[config.mk]
export PLATFORM = sky130hd
export DESIGN_NAME = seq_det_n
export DESIGN_NICKNAME = d
export VERILOG_FILES = /design/src/rtl/seq_det_pkg.sv /design/src/rtl/seq_det_n_sat_counter.sv /design/src/rtl/seq_det_n.sv
export SDC_FILE = /design/constraint.sdc
export NUM_CORES = 1
export LEC_CHECK = 0
export ABC_CLOCK_PERIOD_IN_PS = 2800
export CORE_UTILIZATION = 31
export CTS_CLUSTER_SIZE = 24
export DETAILED_ROUTE_END_ITERATION = 8
export PLACE_DENSITY_LB_ADDON = 0.05
export SLEW_MARGIN = 20
export SYNTH_ARGS = -nofsm -noshare
export SYNTH_HDL_FRONTEND = slang
export SYNTH_HIERARCHICAL = 1
export SYNTH_SLANG_ARGS = --single-unit
[constraint.sdc]
create_clock -name ck -period 2.8 [get_ports ck]
set_input_delay 0.28 -clock ck [delete_from_list [all_inputs] [get_ports ck]]
set_output_delay 0.28 -clock ck [all_outputs]
set_load 0.01 [all_outputs]
[src/rtl/seq_det_pkg.sv]
// Shared types and helpers for the run-time configurable serial pattern detector.
// Holds the control-state encoding, counter saturation constant and length clamp.
package seq_det_pkg;

    typedef enum logic [1:0] {
        IDLE,
        ARMED,
        HIT
    } state_t;

    // Widest supported match counter; narrower counters take the low bits.
    localparam int unsigned CNT_W_MAX = 16;
    localparam logic [CNT_W_MAX-1:0] CNT_ALL_ONES = '1;

    function automatic int unsigned clamp_len(input int unsigned l, input int unsigned max_len);
        return (l > max_len) ? max_len : l;
    endfunction

endpackage

[src/rtl/seq_det_n_sat_counter.sv]
// Saturating up-counter with registered saturation flag; 1-cycle update latency.
// No backpressure: inc is counted on every edge until all-ones, then ignored.
module sat_counter
    import seq_det_pkg::*;
#(
    parameter int W = 8
) (
    input  logic         ck,
    input  logic         rst,
    input  logic         clr,
    input  logic         inc,
    output logic [W-1:0] q,
    output logic         sat
);

    localparam logic [W-1:0] MAX_Q = CNT_ALL_ONES[W-1:0];

    logic [W-1:0] r_q;
    logic         r_sat;
    logic [W-1:0] w_q_inc;

    assign w_q_inc = r_q + W'(1);

    always_ff @(posedge ck) begin
        if (rst || clr) begin
            r_q   <= '0;
            r_sat <= 1'b0;
        end else if (inc && !r_sat) begin
            r_q   <= w_q_inc;
            r_sat <= (w_q_inc == MAX_Q);
        end
    end

    assign q   = r_q;
    assign sat = r_sat;

endmodule

[src/rtl/seq_det_n.sv]
// Serial pattern detector with run-time pattern/length/overlap; dout 1 cycle after the completing bit.
// No backpressure: bits are consumed whenever en is high, en=0 simply stalls the history.
module seq_det_n
    import seq_det_pkg::*;
#(
    parameter int MAX_LEN = 8,
    parameter int CNT_W   = 8,
    parameter int LEN_W   = $clog2(MAX_LEN + 1)
) (
    input  logic               ck,
    input  logic               rst,
    input  logic               en,
    input  logic               din,
    input  logic [MAX_LEN-1:0] pat,
    input  logic [LEN_W-1:0]   len,
    input  logic               overlap,
    input  logic               clr,
    output logic               dout,
    output logic [CNT_W-1:0]   match_cnt,
    output logic               cnt_sat
);

    logic [MAX_LEN-1:0] r_hist;
    logic [LEN_W-1:0]   r_fill;
    state_t             r_state;
    logic               r_dout;

    logic [MAX_LEN-1:0] w_hist_n;
    logic [MAX_LEN-1:0] w_hist_d;
    logic [MAX_LEN-1:0] w_mask;
    logic [LEN_W-1:0]   w_len;
    logic [LEN_W-1:0]   w_fill_n;
    logic [LEN_W-1:0]   w_fill_d;
    state_t             w_state_d;
    logic               w_match;
    logic               w_inc;

    assign w_len    = LEN_W'(clamp_len(32'(len), MAX_LEN));
    assign w_hist_n = {r_hist[MAX_LEN-2:0], din};
    assign w_fill_n = (r_fill >= LEN_W'(MAX_LEN)) ? r_fill : r_fill + LEN_W'(1);

    // Only the newest L history bits take part in the compare.
    assign w_mask  = {MAX_LEN{1'b1}} >> (LEN_W'(MAX_LEN) - w_len);
    assign w_match = en && (w_len != '0) && (w_fill_n >= w_len)
                     && (((w_hist_n ^ pat) & w_mask) == '0);

    always_comb begin
        w_hist_d  = r_hist;
        w_fill_d  = r_fill;
        w_state_d = r_state;
        w_inc     = 1'b0;
        if (rst || clr) begin
            w_hist_d  = '0;
            w_fill_d  = '0;
            w_state_d = IDLE;
        end else if (en) begin
            w_hist_d = w_hist_n;
            w_fill_d = (w_match && !overlap) ? '0 : w_fill_n;
            if (w_match) begin
                w_state_d = HIT;
                w_inc     = 1'b1;
            end else begin
                w_state_d = (w_fill_d >= w_len) ? ARMED : IDLE;
            end
        end else begin
            w_state_d = (r_fill >= w_len) ? ARMED : IDLE;
        end
    end

    always_ff @(posedge ck) begin
        if (rst) begin
            r_hist  <= '0;
            r_fill  <= '0;
            r_state <= IDLE;
            r_dout  <= 1'b0;
        end else begin
            r_hist  <= w_hist_d;
            r_fill  <= w_fill_d;
            r_state <= w_state_d;
            r_dout  <= (w_state_d == HIT);
        end
    end

    assign dout = r_dout;

    sat_counter #(
        .W(CNT_W)
    ) u_match_cnt (
        .ck (ck),
        .rst(rst),
        .clr(clr),
        .inc(w_inc),
        .q  (match_cnt),
        .sat(cnt_sat)
    );

endmodule

==> results_dict.tcl <==
set metrics [dict create \
    synthFlopType "dfxtp_1" \
    start_util 0.324 \
    rows 23 \
    finalPower_w 0.000613 \
    grt_pass1_wl_um 5040 \
    fmax_ghz 0.378 \
    fin_ws_ps 154 \
    die_w_um 66.9 \
    layout_min_cycle_time_ps 2650 \
    viasPerCell 4.89 \
    fin_util 0.450 \
    num-nets-final 221 \
    yosysTopAreaCellShare 0.322 \
    io_pins 28 \
    cts_root_buffer "clkbuf_8" \
    fillCellCount 408 \
    vias 1173 \
    core_sq_um 4030 \
    cts_buffers 3 \
    cts_tree "yes" \
    ys_types 38 \
    intPower_w 0.000459 \
    finalInstanceArea_sq_um 1810 \
    wire_per_inst_um 12.9 \
    syn_to_final_growth_pct 38.9 \
    crit_path_end_kind "register" \
    synth-seq-cells 21 \
    clk_path_buf_depth 2 \
    syn_inst 148 \
    final_cell_mix "24 x clkdlybuf4s50_1, 23 x nor2_1, 19 x dfxtp_1, 15 x buf_4, 11 x nand2_1" \
    yosys-top-cells-area "dfxtp_1 32%, ha_1 11%, nor2_1 6.9%, mux2i_1 6.1%, xnor2_1 6.0%" \
    clkPwrFrac 0.336 \
    p_per_area_nw_per_um2 338 \
    postPlaceCellArea_sq_um 1710 \
    ys_async_sr_fraction 0 \
    numPortBuffers 27 \
    syn_nets 178 \
    synth_area_per_cell_sq_um 8.83 \
    dpl_worst_slack_ps -473 \
    critical_path_class "in -> reg" \
    max_slew.worst_pin.slew_ps 307 \
    drc_errors 0 \
    outcome "finished, final reports clean" \
    hold_buffers 0 \
    first_iter_violations 46 \
    fin_crit_sh 0.945 \
    drt-pass1-iter-count 4 \
    clock_latency_ps 260 \
    rsz0062_at_grt "false" \
    crit_required_ps 2990 \
    drive_above_1_share 0.189 \
    grt_usage 0.149 \
    grt_antenna_before_repair 0 \
    p_sw_w 0.000153 \
    vdd_drop_max_uv 142 \
    htree_levels 1 \
    grt_pass1_vias 1175 \
    yosysWarnings 6 \
    sw_frac_of_total 0.250 \
    synth_area_sq_um 1310 \
    ant_nets 0 \
    clk_pin_slew_ps 80 \
    grt-ovfl-total 0 \
    placed_cells 233 \
    worstHoldPathType "reg -> reg" \
    cp.arrival_ps 2830 \
    skew_ps 8.23 \
    final_max_slew_viol_count 0 \
    die_area_sq_um 4480 \
    p_comb_frac 0.173 \
    hpwl_um 2370 \
    crit_fanout 5 \
    diodes 0 \
    seq_area_frac_synth 0.322 \
    fp.dieH_um 66.9 \
    synth_edf_count 0 \
    cp-start-kind "input pin" \
    synth_top_area_cell "dfxtp_1" \
    gp_congestion 0.835 \
    final_common_cell "clkdlybuf4s50_1" \
    final-hold-violation-count 0 \
    cts.sinks 21 \
    p_seq_frac 0.491 \
    finalWirelength_um 3090 \
    slew_headroom 0.795 \
    p_leak_nw 0.719 \
    final-setup-viol-count 0 \
    finalNonFillerCells 240 \
    grt_max_degree 14 \
    maxCapViolations 0 \
]
==> Yosys cell counts, drive strengths merged, types with 3 or more instances <==
master / number
nor2: 24
a32o: 3
dfxtp: 21
nand4: 4
xor2: 8
o21ai: 3
mux2i: 8
ha: 12
a21oi: 4
or3: 3
nand2: 12
inv: 8
xnor2: 9
==> routing by layer <==
layer / part of all wire / track usage / vias up / routed length, um
li1: - / - / 596 / -
met1: 0.47 / 0.181 / 548 / 1440
met2: 0.49 / 0.264 / 27 / 1520
met3: 0.032 / 0.0205 / 2 / 100
met4: 0.0081 / 0.0559 / 0 / 25
met5: 0 / 0 / - / 0
==> logic make-up after synthesis <==
family                   count (synthesis)  synth area share
AO/OA/AOI/OAI                           21             0.125
multiplexers                             9            0.0699
adder cells (fa/ha/maj)                 12             0.115
flip-flops                              21             0.322
XOR/XNOR                                17             0.114
buffers and inverters                   12            0.0364
AND/OR/NAND/NOR                         56             0.218
==> sequential cells by signal, summed over array words and instances (netlist names) <==
register and count:
u_match_cnt/q 8, r_hist 7, r_fill 4, dout 1, u_match_cnt/sat 1
==> path summary, 6_finish.rpt <==
kind / from / endpoint / slack (ps) / cells past startpoint
max reg2reg: r_fill[1] / u_match_cnt/sat / 180 / 13
min reg2reg: r_fill[1] / r_fill[1] / 510 / 1
max: len[2] / u_match_cnt/sat / 150 / 12
min: r_fill[1] / r_fill[1] / 510 / 1
==> cell type report <==
cell class | instances | area [sq um] | share of cell area
well taps | 50 | 62.6 | 0.0345
flip-flops and latches | 21 | 425 | 0.234
multi-input cells | 115 | 868 | 0.479
clock inverters | 1 | 7.51 | 0.00414
clock buffers | 3 | 41.3 | 0.0228
repair buffers | 42 | 379 | 0.209
inverters | 8 | 30.0 | 0.0166
==> power groups by stage <==
stage | clock network, W | logic, W | registers [W]
6_report | 0.000206 | 0.000106 | 0.000301
5_1_grt | 0.000226 | 0.000114 | 0.000301
4_1_cts | 0.000216 | 0.000104 | 0.000302
3_5_place_dp | 0 | 0.0000993 | 0.000309
3_3_place_gp | 0 | 0.0000984 | 0.000308
2_1_floorplan | 0 | 0.0000517 | 0.000309
==> timing repair <==
item	4_1_cts	5_1_grt
setup endpoints to repair	7	9
pin swaps	7	3
gates resized for setup	8	4
buffers inserted	2	1
==> worst max-delay path, stage by stage <==
cell and delay [ps]:
clkdlybuf4s50_1 480, nand2_1 110, ha_4 310, o21ai_1 80, a2111oi_2 370, a22o_2 220
nand2_1 70, nor2_2 120, nor2b_4 170, nand2_1 70, or3_1 370, a32oi_1 180
==> through the flow <==
step | TNS [ps] | hold slack (ps)
after floorplan | 0 | 427
after global placement | -2010 | 499
after detailed placement | -3060 | 518
after CTS | 0 | 536
after global routing | 0 | 562
final | 0 | 511
No activity file was read; power rests on OpenSTA's default activity.
